`config.mk`:
```
export PLATFORM = sky130hd
export DESIGN_NAME = spi_minion_flat
export DESIGN_NICKNAME = d
export VERILOG_FILES = /design/src/rtl/spi_minion_if.sv /design/src/rtl/spi_minion.sv /design/src/flat_wrapper.sv
export SDC_FILE = /design/constraint.sdc
export NUM_CORES = 1
export LEC_CHECK = 0
export CAP_MARGIN = 20
export CORE_AREA = 2 2 60 73
export CTS_CLUSTER_DIAMETER = 80
export CTS_CLUSTER_SIZE = 16
export DETAILED_ROUTE_END_ITERATION = 10
export DIE_AREA = 0 0 62 75
export PLACE_DENSITY = 0.77
export SETUP_SLACK_MARGIN = 0.05
export SLEW_MARGIN = 20
export SYNTH_ARGS = -nofsm -noshare
export SYNTH_HDL_FRONTEND = slang
export SYNTH_SLANG_ARGS = --single-unit
```
`constraint.sdc`:
```
create_clock -name clk -period 1.75 [get_ports clk]
set_input_delay 0.525 -clock clk [delete_from_list [all_inputs] [get_ports clk]]
set_output_delay 0.525 -clock clk [all_outputs]
set_load 0.005 [all_outputs]
```
`src/rtl/spi_minion_if.sv`:
```
// spi_minion_if: bundles the SPI pins and the two val/rdy word interfaces of
// the SPI minion.
//   cs, sclk, mosi             : serial inputs from the SPI master
//   miso                       : serial output to the SPI master
//   recv_val/recv_rdy/recv_msg : response word into the minion
//   send_val/send_rdy/send_msg : received word out of the minion
//   overflow                   : one-cycle pulse when a full frame is dropped
//   active                     : debug view of the minion FSM (1 = ACTIVE)
// Handshake rule for both word interfaces: a word moves on a clock edge where
// val and rdy are both high; the producer holds val and msg stable until then.
// Modports: slave = the minion itself, master = whoever drives the link.
interface spi_minion_if #(
    parameter int nbits = 8
);
    logic             cs;
    logic             sclk;
    logic             mosi;
    logic             miso;
    logic             recv_val;
    logic             recv_rdy;
    logic [nbits-1:0] recv_msg;
    logic             send_val;
    logic             send_rdy;
    logic [nbits-1:0] send_msg;
    logic             overflow;
    logic             active;

    modport slave (
        input  cs, sclk, mosi, recv_val, recv_msg, send_rdy,
        output miso, recv_rdy, send_val, send_msg, overflow, active
    );

    modport master (
        output cs, sclk, mosi, recv_val, recv_msg, send_rdy,
        input  miso, recv_rdy, send_val, send_msg, overflow, active
    );
endinterface

```
`src/rtl/spi_minion.sv`:
```
// spi_minion: SPI mode 0 (CPOL=0, CPHA=0), MSB-first peripheral.
// The cs/sclk/mosi pins are oversampled on clk, each frame is deserialized and
// delivered on the send interface; one buffered response word taken from the
// recv interface is shifted out on miso during the next frame.
// Ports:
//   clk   : system clock
//   reset : synchronous, active-high reset
//   bus   : spi_minion_if.slave (pins, recv/send handshakes, overflow, active)
// Optional build macro SPI_MINION_LOOPBACK_EN: when no response word is
// buffered at frame start, the last accepted received word is echoed instead
// of zeros.
module spi_minion #(
    parameter int nbits = 8
) (
    input  logic         clk,
    input  logic         reset,
    spi_minion_if.slave  bus
);
    localparam int cw = $clog2(nbits + 2);
    localparam logic [cw-1:0] cnt_full = cw'(nbits);
    localparam logic [cw-1:0] cnt_sat  = cw'(nbits + 1);

    typedef enum logic {
        IDLE   = 1'b0,
        ACTIVE = 1'b1
    } state_t;

    state_t           state;
    logic [2:0]       cs_s;
    logic [2:0]       sclk_s;
    logic [2:0]       mosi_s;
    logic [cw-1:0]    bit_cnt;
    logic [nbits-1:0] rx_shift;
    logic [nbits-1:0] tx_shift;
    logic [nbits-1:0] tx_buf;
    logic             tx_full;
    logic [nbits-1:0] send_msg_r;
    logic             send_val_r;
    logic             overflow_r;
    logic [nbits-1:0] empty_word;

    // Stage [1] is the second synchronizer flop, stage [2] the edge-detect flop.
    logic cs_fall, cs_rise, sclk_rise, sclk_fall, recv_rdy_int;
    assign cs_fall   = cs_s[2] & ~cs_s[1];
    assign cs_rise   = ~cs_s[2] & cs_s[1];
    assign sclk_rise = ~sclk_s[2] & sclk_s[1];
    assign sclk_fall = sclk_s[2] & ~sclk_s[1];

    assign recv_rdy_int = ~tx_full & ~reset;

`ifdef SPI_MINION_LOOPBACK_EN
    logic [nbits-1:0] last_rx;
    assign empty_word = last_rx;
`else
    assign empty_word = '0;
`endif

    always_ff @(posedge clk) begin
        if (reset) begin
            state      <= IDLE;
            cs_s       <= 3'b111;
            sclk_s     <= 3'b000;
            mosi_s     <= 3'b000;
            bit_cnt    <= '0;
            rx_shift   <= '0;
            tx_shift   <= '0;
            tx_buf     <= '0;
            tx_full    <= 1'b0;
            send_msg_r <= '0;
            send_val_r <= 1'b0;
            overflow_r <= 1'b0;
`ifdef SPI_MINION_LOOPBACK_EN
            last_rx    <= '0;
`endif
        end else begin
            cs_s       <= {cs_s[1:0], bus.cs};
            sclk_s     <= {sclk_s[1:0], bus.sclk};
            mosi_s     <= {mosi_s[1:0], bus.mosi};
            overflow_r <= 1'b0;

            if (send_val_r && bus.send_rdy) begin
                send_val_r <= 1'b0;
            end

            case (state)
                IDLE: begin
                    if (cs_fall) begin
                        state    <= ACTIVE;
                        bit_cnt  <= '0;
                        tx_shift <= tx_full ? tx_buf : empty_word;
                        tx_full  <= 1'b0;
                    end
                end
                ACTIVE: begin
                    if (cs_rise) begin
                        state <= IDLE;
                        if (bit_cnt == cnt_full) begin
                            // A word leaving this cycle frees the buffer for the new one.
                            if (!send_val_r || bus.send_rdy) begin
                                send_msg_r <= rx_shift;
                                send_val_r <= 1'b1;
`ifdef SPI_MINION_LOOPBACK_EN
                                last_rx    <= rx_shift;
`endif
                            end else begin
                                overflow_r <= 1'b1;
                            end
                        end
                    end else begin
                        if (sclk_rise) begin
                            if (bit_cnt < cnt_full) begin
                                rx_shift <= {rx_shift[nbits-2:0], mosi_s[2]};
                            end
                            if (bit_cnt != cnt_sat) begin
                                bit_cnt <= bit_cnt + 1'b1;
                            end
                        end
                        if (sclk_fall) begin
                            tx_shift <= {tx_shift[nbits-2:0], 1'b0};
                        end
                    end
                end
                default: state <= IDLE;
            endcase

            // Placed after the FSM so a load coinciding with ACTIVE entry keeps
            // tx_full set: the new word waits for the following frame.
            if (bus.recv_val && recv_rdy_int) begin
                tx_buf  <= bus.recv_msg;
                tx_full <= 1'b1;
            end
        end
    end

    assign bus.miso     = (state == ACTIVE) & tx_shift[nbits-1];
    assign bus.recv_rdy = recv_rdy_int;
    assign bus.send_val = send_val_r;
    assign bus.send_msg = send_msg_r;
    assign bus.overflow = overflow_r;
    assign bus.active   = (state == ACTIVE);
endmodule

```
`src/flat_wrapper.sv`:
```
// flat-port wrapper written by rule: the top's interface ports become plain ports
module spi_minion_flat 
#(
    parameter int nbits = 8
)
  (clk, reset, bus_cs, bus_sclk, bus_mosi, bus_recv_val, bus_recv_msg, bus_send_rdy, bus_miso, bus_recv_rdy, bus_send_val, bus_send_msg, bus_overflow, bus_active);
  spi_minion_if #(.nbits(nbits)) bus_i ();
  input  logic clk;
  input  logic reset;
  input wire logic [$bits(bus_i.cs)-1:0] bus_cs;
  input wire logic [$bits(bus_i.sclk)-1:0] bus_sclk;
  input wire logic [$bits(bus_i.mosi)-1:0] bus_mosi;
  input wire logic [$bits(bus_i.recv_val)-1:0] bus_recv_val;
  input wire logic [$bits(bus_i.recv_msg)-1:0] bus_recv_msg;
  input wire logic [$bits(bus_i.send_rdy)-1:0] bus_send_rdy;
  output wire logic [$bits(bus_i.miso)-1:0] bus_miso;
  output wire logic [$bits(bus_i.recv_rdy)-1:0] bus_recv_rdy;
  output wire logic [$bits(bus_i.send_val)-1:0] bus_send_val;
  output wire logic [$bits(bus_i.send_msg)-1:0] bus_send_msg;
  output wire logic [$bits(bus_i.overflow)-1:0] bus_overflow;
  output wire logic [$bits(bus_i.active)-1:0] bus_active;
  assign bus_i.cs = bus_cs;
  assign bus_i.sclk = bus_sclk;
  assign bus_i.mosi = bus_mosi;
  assign bus_i.recv_val = bus_recv_val;
  assign bus_i.recv_msg = bus_recv_msg;
  assign bus_i.send_rdy = bus_send_rdy;
  assign bus_miso = bus_i.miso;
  assign bus_recv_rdy = bus_i.recv_rdy;
  assign bus_send_val = bus_i.send_val;
  assign bus_send_msg = bus_i.send_msg;
  assign bus_overflow = bus_i.overflow;
  assign bus_active = bus_i.active;
  spi_minion #(.nbits(nbits)) u_core (.clk(clk), .reset(reset), .bus(bus_i));
endmodule
```
# == Word-level counts from Yosys, hierarchy flattened ==
# Index checks and enable logic that the tools add are counted.
# op_classes
n_addsub,1
mul,0
div,0
magnitude_cmp,1
n_eq_ne,8
shift,0
muxes,22
bitwise,15
n_reduce_logical,11
# ops
cell,n
2-to-1 mux 8 bit,4
2-to-1 mux 4 bit,4
case mux 8 bit (2 select lines),1
AND reduction 4 bit,3
2-to-1 mux 1 bit,11
inequality test 2 bit (second input constant),5
NOT 1 bit,9
case mux 4 bit (2 select lines),1
bitwise AND 1 bit,6
adder 4 x 1 -> 4 bit (second input constant),1
equality test 4 bit (second input constant),1
< comparator 4 bit (second input constant),1
inequality test 4 bit (second input constant),1
OR reduction 4 bit,1
AND reduction 3 bit,1
logical AND 1 bit,2
inequality test 2 x 1 -> 1 bit (second input constant),1
case mux 1 bit (2 select lines),1
AND reduction 2 bit,1
nonzero test 2 bit,1
zero test 1 bit,1
logical OR 1 bit,1
# totals
regBits,49
latchBits,0
mem_bits_rw,0
rom_bits,0
inputBits,15
output_inout_bits,13
wordCells,70
memories,0

# == Logic depth before layout (Yosys ltp) ==
# Gate-level depths: netlist (run 1).
# depth
word_depth,6
mapped_depth,6
depth_no_buf,5

# == Worst setup path after synthesis (run 1) ==
# OpenSTA, ideal clock, no wires.
# synth_path
path_kind,input -> output
start,input reset
end,output bus_recv_rdy
arrival_time_ns,1.172
t_required_ns,1.225
setup_slack_ns,0.053
path_stages,3
cell_sequence,clkbuf_1 -> buf_1 -> nor2_1
# synth_via
elab_chain_len,2
# synth_lines
item,line,rtl
from (decl),flat_wrapper.sv:9,input logic reset;
NOT 1 bit,spi_minion.sv:49,assign recv_rdy_int = ~tx_full & ~reset;
bitwise AND 1 bit,spi_minion.sv:49,
to (decl),flat_wrapper.sv:17,output wire logic [$bits(bus_i.recv_rdy)-1:0] bus_recv_rdy;
# No other way between the ends.

# == Worst setup path in the final report (run 1) ==
# layout_path
start,"register u_core.send_msg_r[5], in the netlist u_core.bus.send_msg[5]"
end,output bus_send_msg[5]
# layout_lines
item,line,rtl
from (decl),spi_minion.sv:37,logic [nbits-1:0] send_msg_r;
from (signal assigned),spi_minion.sv:100,send_msg_r <= rx_shift;
to (decl),flat_wrapper.sv:19,output wire logic [$bits(bus_i.send_msg)-1:0] bus_send_msg;
# No word-level cell between the ends.

==> results of run 1 <==
## placed cells by master, fill, tap and decap left out, types with 5 or more instances in the layout
master	count
nand3b_1	8
buf_4	12
a21oi_1	19
mux2_2	7
nor2b_1	18
dfxtp_1	43
mux2i_1	16
dfxtp_2	5
clkbuf_8	6
nand2_1	43
clkdlybuf4s50_1	20
## routing by layer
| metal | routed length [µm] | vias up | global-route usage [%] | part of all wire (%) |
|---|---|---|---|---|
| met5 | 0 | - | 0 | 0 |
| met2 | 1870 | 30 | 29.51 | 49 |
| met1 | 1720 | 709 | 23.09 | 45 |
| met4 | 63 | 0 | 8.511 | 1.7 |
| met3 | 133 | 6 | 5.326 | 3.5 |
| li1 | - | 817 | - | - |
## what timing repair did
action / CTS / global route
endpoints found under the hold margin: 0 / 0
setup buffers: 1 / 0
setup endpoints to repair: 21 / 8
resized for setup: 6 / 8
## worst max path at each step
| stage | startpoint | end | cells past startpoint |
|---|---|---|---|
| 6_report | u_core.bus.send_msg[5]$_SDFFE_PP0P_ | bus_send_msg[5] | 1 |
| 5_1_grt | u_core.bus.send_msg[5]$_SDFFE_PP0P_ | bus_send_msg[5] | 1 |
| 4_1_cts | u_core.bus.send_msg[0]$_SDFFE_PP0P_ | bus_send_msg[0] | 1 |
| 3_5_place_dp | reset | u_core.rx_shift[1]$_SDFFE_PP0P_ | 6 |
| 3_3_place_gp | reset | bus_recv_rdy | 3 |
| 2_1_floorplan | reset | bus_recv_rdy | 3 |
## stage by stage
step | hold slack, ps | power (mW) | instances | setup WS (ps) | utilization [%]
after global placement | 393.3 | 1.339 | 300 | -344.7 | 62.50
final | 411.3 | 2.140 | 309 | 96.26 | 65.98
after floorplan | 389.5 | 1.269 | 221 | 53.38 | -
after CTS | 413.8 | 2.154 | 309 | 75.16 | 65.63
after global routing | 427.3 | 2.232 | 309 | 39.36 | 65.98
after detailed placement | 394.1 | 1.342 | 300 | -353.7 | 62.50
## sequential cells by signal (all words and copies together), names as in the netlist
name,count
u_core.bit_cnt,4
u_core.bus.active,1
u_core.bus.overflow,1
u_core.bus.send_msg,8
u_core.bus.send_val,1
u_core.cs_s,3
u_core.mosi_s,3
u_core.rx_shift,8
u_core.sclk_s,3
u_core.tx_buf,8
u_core.tx_full,1
u_core.tx_shift,8
## power by group
group,internal (mW),total [mW],switching [mW]
sequential,1.14,1.15,0.0138
combinational,0.0812,0.162,0.0806
clock,0.466,0.827,0.361
total,1.68,2.14,0.455
## area by class of cell
cell class / instances / area [µm²]
inverters: 5 / 18.77
clock inverters: 1 / 30.03
well taps: 54 / 67.56
clock buffers: 7 / 86.33
repair buffers: 40 / 382.9
flip-flops and latches: 49 / 991.0
multi-input cells: 153 / 1003
fillers: 318 / 1330
## cell families after synthesis
| kind of cell | after synthesis |
|---|---|
| simple gates | 98 |
| flops | 49 |
| mux | 23 |
| compound gates | 29 |
| fa+ha+maj | 3 |
| buf+inv | 19 |
==> metrics.yaml, run 1 <==
status:
  outcome: "finished, final reports clean"
synth:
  ys.flop_type: "dfxtp_1"
  syn_area_um2: 2068
  synth_compound_area_share_pct: 9.619
  synth_edf_count: 0
  yosysWarnings: 0
  synth_top_family_by_area: "simple AND/OR/NAND/NOR gates"
  ys_seq_area_share_pct: 47.43
  synth_cells: 221
  synth_top_cell_by_area: "dfxtp_1"
  synth_common_cells: "dfxtp_1, nand2_1, a21oi_1, nor2b_1, mux2i_1"
  muxShareOfSynthArea_pct: 11.55
  yosys.area_share.simple_pct: 25.53
  post_synth.cell_area_avg_um2: 9.359
  syn_nets: 239
  yosys.area_share.xor_xnor_pct: 0
  netlist.area_leader.share_pct: 47.43
  synthAdderAreaFrac_pct: 1.815
  synth.most_common_cell: "dfxtp_1"
  synthArstFlopShare_pct: 0
  ys_seq_elements: 49
  yosysUniqueCellTypes: 34
  ys_top_cells_by_area: "dfxtp_1, nand2_1, mux2i_1, nor2b_1, a21oi_1"
detailed_routing:
  via_per_inst: 5.055
  post_drt_wl_per_cell_um: 12.26
  ant_nets: 0
  drt_iter0_markers: 131
  drc: 0
  firstDrtPassIters: 4
  vias: 1562
  drt_wl_total_um: 3788
critical_path:
  path_delay_family: "buffers and inverters"
  crit_path_max_fanout: 2
  timing.rr.start: "u_core.bus.active$_SDFF_PP0_"
  cp_slowest_cell: "clkdlybuf4s50_1"
  rrSetupSlack_ps: 170
  r2r-end: "u_core.rx_shift[0]$_SDFFE_PP0P_"
  path_buf_inv: 1
  worstPathCellList: "clkdlybuf4s50_1"
  required_ps: 1220
  path_class: "flip-flop to output port"
  arrival_ps: 1130
  r2r_cells: 5
  cp-end-kind: "output port"
  start_kind: "flip-flop"
  cpPeakStageDelay_ps: 490
floorplan:
  fp.dieW_um: 62
  start_util_pct: 52.90
  num_io_pins: 28
  die_y_um: 75
  rows: 25
  die_area_um2: 4650
  coreArea_um2: 3910
sta:
  worst_slew_pin_slew_ps: 459.7
  fin_setup_tns_ps: 0
  timing.slew.headroom_pct: 69.22
  slew_violations: 0
  final-hold-violation-count: 0
  setup_viol: 0
  rsz0062_at_grt: "yes"
  finClkSkew_ps: 7.787
  period_share_pct: 94.50
  finalCriticalPeriod_ps: 1654
  max_clock_freq_ghz: 0.6047
grt:
  grt_max_degree: 42
  grt-ovfl-total: 0
  grt_usage_pct: 18.62
  antenna_found_initial: 0
  grt_pass1_vias: 1438
  grt_pass1_wl_um: 6389
cells_and_area:
  layout.nets: 272
  diodes: 0
  area_delta_synth_final_pct: 24.74
  drive_gt1_share_pct: 16.08
  final_cell_area_um2: 2580
flow_run:
  cap_violations: 0
placed_design:
  hpwl_um: 2564
  gp_congestion: 0.7865
  io_buffers: 27
  placed_area_um2: 2444
clock_tree:
  clockRootBuffer: "clkbuf_8"
  htree_levels: 2
  clk_pin_slew_ps: 90
  cts_hold_buf: 0
  cts.sinks: 49
  cts-buffers-inserted: 5
  clock_latency_ps: 300
  clk_path_buf_depth: 2
  cts_tree: "yes"
power_and_ir_drop:
  p_leak_nw: 1.032
  ir_drop_mv: 0.5206
  pwr_density_cell_nw_per_um2: 829.4
min_path:
  hold_path_startpoint: "u_core.cs_s[0]$_SDFF_PP1_"
  min_to: "u_core.cs_s[1]$_SDFF_PP1_"
  hold_depth: 1
  hp-class: "flip-flop to flip-flop"
No activity file was read; power rests on OpenSTA's default activity.
==> run 2: changes to the inputs <==
--- a/config.mk
+++ b/config.mk
@@ -6,14 +6,12 @@
 export NUM_CORES = 1
 export LEC_CHECK = 0
 export CAP_MARGIN = 20
-export CORE_AREA = 2 2 60 73
+export CORE_AREA = 2 2 79 96
 export CTS_CLUSTER_DIAMETER = 80
 export CTS_CLUSTER_SIZE = 16
 export DETAILED_ROUTE_END_ITERATION = 10
-export DIE_AREA = 0 0 62 75
-export PLACE_DENSITY = 0.77
+export DIE_AREA = 0 0 81 98
 export SETUP_SLACK_MARGIN = 0.05
-export SLEW_MARGIN = 20
 export SYNTH_ARGS = -nofsm -noshare
 export SYNTH_HDL_FRONTEND = slang
 export SYNTH_SLANG_ARGS = --single-unit
==> run 2 against run 1 <==
Hold slack better by 5.8 ps. Maximum frequency is 0.22% lower. Flip-flop and latch count stayed put. Cell count is 12% higher. Worst setup slack worse by 3.6 ps. Sequential share of layout area is 0.67 points lower. Critical path type unchanged. Critical endpoint is now bus_send_msg[4].
==> metrics.yaml, run 2 (same netlist as run 1, synthesis figures left out) <==
placed_design:
  gp_congestion: 0.7864  # about the same
  hpwl_um: 2754  # +7.4%
  io_buffers: 27  # unchanged
  placed_area_um2: 2501  # +2.4%
detailed_routing:
  firstDrtPassIters: 4  # unchanged
  drt_iter0_markers: 72  # -45%
  vias: 1548  # -0.90%
  drt_wl_total_um: 3918  # +3.4%
  ant_nets: 0  # unchanged
  via_per_inst: 4.487  # -11%
  post_drt_wl_per_cell_um: 11.36  # -7.4%
  drc: 0  # unchanged
critical_path:
  required_ps: 1220  # about the same
  worstPathCellList: "clkdlybuf4s50_1"
  path_class: "flip-flop to output port"
  start_kind: "flip-flop"
  path_buf_inv: 1  # unchanged
  cpPeakStageDelay_ps: 500  # about the same
  timing.rr.start: "u_core.bus.active$_SDFF_PP0_"
  crit_path_max_fanout: 2  # unchanged
  path_delay_family: "buffers and inverters"
  critPathLaunch: "u_core.bus.send_msg[4]$_SDFFE_PP0P_"
  arrival_ps: 1130  # about the same
  cp_slowest_cell: "clkdlybuf4s50_1"
  cp-end-kind: "output port"
status:
  outcome: "finished, final reports clean"
clock_tree:
  cts-buffers-inserted: 5  # unchanged
  clk_path_buf_depth: 2  # unchanged
  cts_tree: "yes"
  clockRootBuffer: "clkbuf_8"
  cts.sinks: 49  # unchanged
  clock_latency_ps: 310  # about the same
  clk_pin_slew_ps: 90  # about the same
  cts_hold_buf: 0  # unchanged
  htree_levels: 2  # unchanged
floorplan:
  start_util_pct: 29.29  # -24 points
  die_y_um: 98  # +31%
  coreArea_um2: 7062  # +81%
  num_io_pins: 28  # unchanged
  fp.dieW_um: 81  # +31%
  die_area_um2: 7938  # +71%
  rows: 34  # +36%
sta:
  max_clock_freq_ghz: 0.6034  # -0.22%
  finClkSkew_ps: 10.13  # +2.341 ps
  fin_setup_tns_ps: 0  # unchanged
  rsz0062_at_grt: "yes"
  period_share_pct: 94.71  # +0.21 points
  final-hold-violation-count: 0  # unchanged
  worst_slew_pin_slew_ps: 427.8  # -31.92 ps
  setup_viol: 0  # unchanged
  timing.slew.headroom_pct: 71.36  # +2.1 points
  slew_violations: 0  # unchanged
  finalCriticalPeriod_ps: 1657  # +3.636 ps
  finalHoldWorstSlack_ps: 417.2  # +5.833 ps
power_and_ir_drop:
  power.total_mw: 1.991  # -6.9%
  p_leak_nw: 1.036  # +0.36%
  pwr_density_cell_nw_per_um2: 762.2  # -8.1%
  ir_drop_mv: 0.2896  # -44%
grt:
  antenna_found_initial: 0  # unchanged
  grt-ovfl-total: 0  # unchanged
  grt_max_degree: 42  # unchanged
  grt_pass1_wl_um: 6810  # +6.6%
  grt_pass1_vias: 1506  # +4.7%
  grt_usage_pct: 10.86  # -7.8 points
min_path:
  hold_path_startpoint: "u_core.cs_s[0]$_SDFF_PP1_"
  hp-class: "flip-flop to flip-flop"
flow_run:
  cap_violations: 0  # unchanged
cells_and_area:
  final_cell_area_um2: 2613  # +1.3%
  layout.cells.most_common: "dfxtp_1"
  diodes: 0  # unchanged
  finish.utilization_pct: 37.00  # -29 points
  layout.nets: 272  # unchanged
  final_cell_mix: "dfxtp_1, nand2_1, a21oi_1, clkdlybuf4s50_1, nor2b_1"
  fillCellCount: 734  # +130%
  drive_gt1_share_pct: 16.47  # +0.39 points
  area_delta_synth_final_pct: 26.32
-- run 2: per-layer routing --
metal  routed length (µm)  track usage (%)  vias to the layer above
met5                    0                0                        -
met4                   60            3.911                        0
met3                  152            2.957                        7
met2                 1848            17.99                       24
met1                 1856            13.32                      704
li1                     -                -                      813
-- run 2: area by class of cell --
type / count / area, µm² / share of cell area, %
inverter: 5 / 18.77 / 0.7184
timing repair buffer: 40 / 399.1 / 15.28
tap: 90 / 112.6 / 4.310
multi-input combinational: 153 / 1006 / 38.51
sequential: 49 / 985.9 / 37.74
clock buffer: 5 / 68.82 / 2.634
clock inverter: 3 / 21.27 / 0.8142
-- run 2: per-stage QoR --
stage / std cells / setup slack, ps
3_3_place_gp: 336 / -476.0
4_1_cts: 345 / 18.07
2_1_floorplan: 221 / 53.38
5_1_grt: 345 / 48.05
6_report: 345 / 92.62
3_5_place_dp: 336 / -462.9
-- run 2: repair_timing --
| item | CTS | global route |
|---|---|---|
| gates resized for setup | 5 | 12 |
| pin swaps | 1 | 0 |
| setup endpoints to repair | 21 | 14 |
| setup buffers | 1 | 0 |
-- run 2: worst paths after layout --
path | end | slack, ps | cells after the start
max | bus_send_msg[4] | 90 | 1
min | u_core.cs_s[1]$_SDFF_PP1_ | 420 | 1
max reg2reg | u_core.tx_shift[2]$_SDFFE_PP0P_ | 150 | 6
min reg2reg | u_core.cs_s[1]$_SDFF_PP1_ | 420 | 1
-- run 2: power breakdown --
group	total, mW	switching, mW	internal, mW
Clock	0.670	0.386	0.284
Sequential	1.15	0.0118	1.14
Combinational	0.171	0.0862	0.0851
==> edit, RTL diff (config.mk and constraints of run 1) <==
`nbits` is set to 8 in 3 places; all go to 4.
--- a/src/rtl/spi_minion_if.sv
+++ b/src/rtl/spi_minion_if.sv
@@ -10,7 +10,7 @@
 // val and rdy are both high; the producer holds val and msg stable until then.
 // Modports: slave = the minion itself, master = whoever drives the link.
 interface spi_minion_if #(
-    parameter int nbits = 8
+    parameter int nbits = 4
 );
     logic             cs;
     logic             sclk;
--- a/src/rtl/spi_minion.sv
+++ b/src/rtl/spi_minion.sv
@@ -10,7 +10,7 @@
 // buffered at frame start, the last accepted received word is echoed instead
 // of zeros.
 module spi_minion #(
-    parameter int nbits = 8
+    parameter int nbits = 4
 ) (
     input  logic         clk,
     input  logic         reset,
--- a/src/flat_wrapper.sv
+++ b/src/flat_wrapper.sv
@@ -1,7 +1,7 @@
 // flat-port wrapper written by rule: the top's interface ports become plain ports
 module spi_minion_flat 
 #(
-    parameter int nbits = 8
+    parameter int nbits = 4
 )
   (clk, reset, bus_cs, bus_sclk, bus_mosi, bus_recv_val, bus_recv_msg, bus_send_rdy, bus_miso, bus_recv_rdy, bus_send_val, bus_send_msg, bus_overflow, bus_active);
   spi_minion_if #(.nbits(nbits)) bus_i ();
Ports: changed (resized bus_recv_msg and bus_send_msg); port bits go from 28 to 20. No check against the original RTL was run, so the function may have changed too.
==> edit against run 1 <==
Register-to-register slack improved by 0.13 ns. Setup slack improved by 0.013 ns. Global-route usage decreased by 6.8 points. Cell area decreased by 33%. Largest power group unchanged. Clock skew increased by 0.0026 ns. Count of clock-buffer cells in the layout decreased by 1. Routed wire length decreased by 40%. Highest routed layer unchanged. Area after synthesis decreased by 35%. First-iteration DRC count decreased by 88%. Critical endpoint is now bus_recv_rdy. Die area unchanged. Power decreased by 27%. Sequential cell count decreased by 17. Sequential power decreased by 34%. Hold slack improved by 0.0013 ns.
==> edit: results (changes against run 1) <==
Drt
  • Starting DRT DRC Count: 16 (was 131)
  • WL/cell: 10.7 um (was 12.3 um)
  • Vias per cell: 4.58 (was 5.06)
  • DRT Pass-1 Iters: 4 (unchanged)

Synthesis
  • Synth top area cells: dfxtp_1, mux2i_1, nand2b_1, nor2b_1, ha_1 (was dfxtp_1, nand2_1, mux2i_1, nor2b_1, a21oi_1)
  • Synth warn: 0 (unchanged)
  • Asr flop ratio synth: 0 (unchanged)
  • Synth cell count leaders: dfxtp_1, mux2i_1, nand2b_1 (was dfxtp_1, nand2_1, a21oi_1)
  • Post-synthesis sequential area ratio: 0.477 (was 0.474)
  • Net Count, Synth: 145 (was 239)
  • Synth Flop Type: dfxtp_1 (unchanged)
  • Distinct cells, synth: 36 (was 34)

Placed design
  • I/O Buffers: 19 (was 27)
  • GP Congestion: 0.790 (was 0.787)
  • Post-DP Area: 1590 um2 (was 2440 um2)
  • Dpl hpwl: 1.58 mm (was 2.56 mm)

Clock tree
  • CTS buffer count: 5 (unchanged)
  • Worst skew pair latency: 0.29 ns
  • H-tree lvl count: 2 (unchanged)
  • Clk slew on worst S/H paths: 0.06 ns (was 0.09 ns)
  • Longest Clk Path Bufs: 2 (unchanged)
  • Root Driver: clkbuf_8 (unchanged)

Cells and area
  • # diodes: 0 (unchanged)
  • Layout cells sized above 1: 0.152 (was 0.161)
  • Layout net count: 171 (was 272)

Timing
  • Clock Skews: 0.0104 ns (was 0.00779 ns)
  • Worst Tran Pin Value: 0.425 ns (was 0.460 ns)
  • Max-slew violations: 0 (unchanged)

GRT
  • First-pass GRT wire length: 3.93 mm (was 6.39 mm)
  • Number of global-route vias before repair: 913 (was 1438)
  • Initial antenna violation count: 0 (unchanged)
  • GRT Util Overall: 0.118 (was 0.186)
  • Largest net degree at the start of global routing: 38 (was 42)

Worst setup path
  • Reg2reg start: u_core.bus.active$_SDFF_PP0_ (unchanged)
  • Largest stage delay, worst path: 0.26 ns (was 0.49 ns)
  • Crit-path leading delay family: buffers and inverters (unchanged)
  • Crit-path slowest cell: dlygate4sd2_1 (was clkdlybuf4s50_1)
  • Crit path max fanout: 2 (unchanged)
  • CP arrival: about 1.1 ns
  • Worst setup startpoint: reset (was u_core.bus.send_msg[5]$_SDFFE_PP0P_)

Power
  • Worst VDD drop: 0.000481 V (was 0.000521 V)
  • Sw Ratio: 0.206 (was 0.213)
  • Leak: 0.773 nW (was 1.03 nW)

Hold path
  • Min-delay src: u_core.cs_s[0]$_SDFF_PP1_ (unchanged)
  • Min-Delay Path Class: reg -> reg (unchanged)

Run status
  • Status: complete, no violations (unchanged)
## edit: changes by cell type after synthesis, moves of 9 or more
cell and change:
dfxtp_1 -17, a21oi_1 -16, nand2b_1 +9, nor2b_1 -9, nand2_1 -40
## edit: repair_timing
item,4_1_cts,5_1_grt
endpoints found under the setup margin,3,5
endpoints found under the hold margin,0,0
pin swaps,1,1
gates resized for setup,5,4
setup buffers,2,0
## edit: logic make-up (layout without fill, tap and decap cells)
group / count (synthesis) / count (layout) / share of synthesized area
mux: 14 / 14 / 0.108
compound gates: 18 / 18 / 0.0997
simple gates: 53 / 53 / 0.242
fa+ha+maj: 3 / 3 / 0.0280
buf+inv: 11 / 38 / 0.0447
flops: 32 / 32 / 0.477
## edit: path summary, 6_finish.rpt
path	endpoint	slack, ns	depth (start not counted)
setup / recovery	bus_recv_rdy	0.11	3
hold / removal	u_core.cs_s[1]$_SDFF_PP1_	0.41	1
setup reg to reg	u_core.bit_cnt[0]$_SDFFE_PP0P_	0.30	5
hold reg to reg	u_core.cs_s[1]$_SDFF_PP1_	0.41	1
## edit: layout make-up
| class | instances | area (um2) |
|---|---|---|
| clock buffer | 6 | 72.6 |
| clock inverter | 2 | 35.0 |
| fill | 392 | 2190 |
| inverter | 4 | 15.0 |
| multi-input combinational | 88 | 642 |
| sequential | 32 | 642 |
| tap | 54 | 67.6 |
| timing repair buffer | 26 | 246 |
## edit: worst reg2reg max path, cell delays in order, from the launching register on
cell	delay [ns]
dfxtp_2	0.32
buf_4	0.13
buf_4	0.15
nor3b_2	0.40
nor3_1	0.08
mux2_4	0.28
## edit: metal layers
layer | wire, um | vias up | GRT usage
li1 | - | 502 | -
met1 | 1060 | 444 | 0.135
met2 | 1060 | 17 | 0.181
met3 | 88 | 7 | 0.0430
met4 | 68 | 0 | 0.0780
met5 | 0 | - | 0
## edit: stage by stage
step | instances | worst slack (ns) | setup TNS (ns) | utilization
2_1_floorplan | 131 | 0.0884 | 0 | -
3_3_place_gp | 202 | -0.408 | -1.29 | 0.407
3_5_place_dp | 202 | -0.387 | -0.961 | 0.407
4_1_cts | 212 | 0.0666 | 0 | 0.438
5_1_grt | 212 | 0.0385 | 0 | 0.440
6_report | 212 | 0.109 | 0 | 0.440
## edit: power groups by stage
stage	registers (W)	clock network, W	logic (W)
detailed placement	0.000780	0	0.000114
global placement	0.000779	0	0.000113
global route	0.000766	0.000728	0.000128
CTS	0.000763	0.000702	0.000116
finish	0.000763	0.000683	0.000115
floorplan	0.000777	0	0.0000722
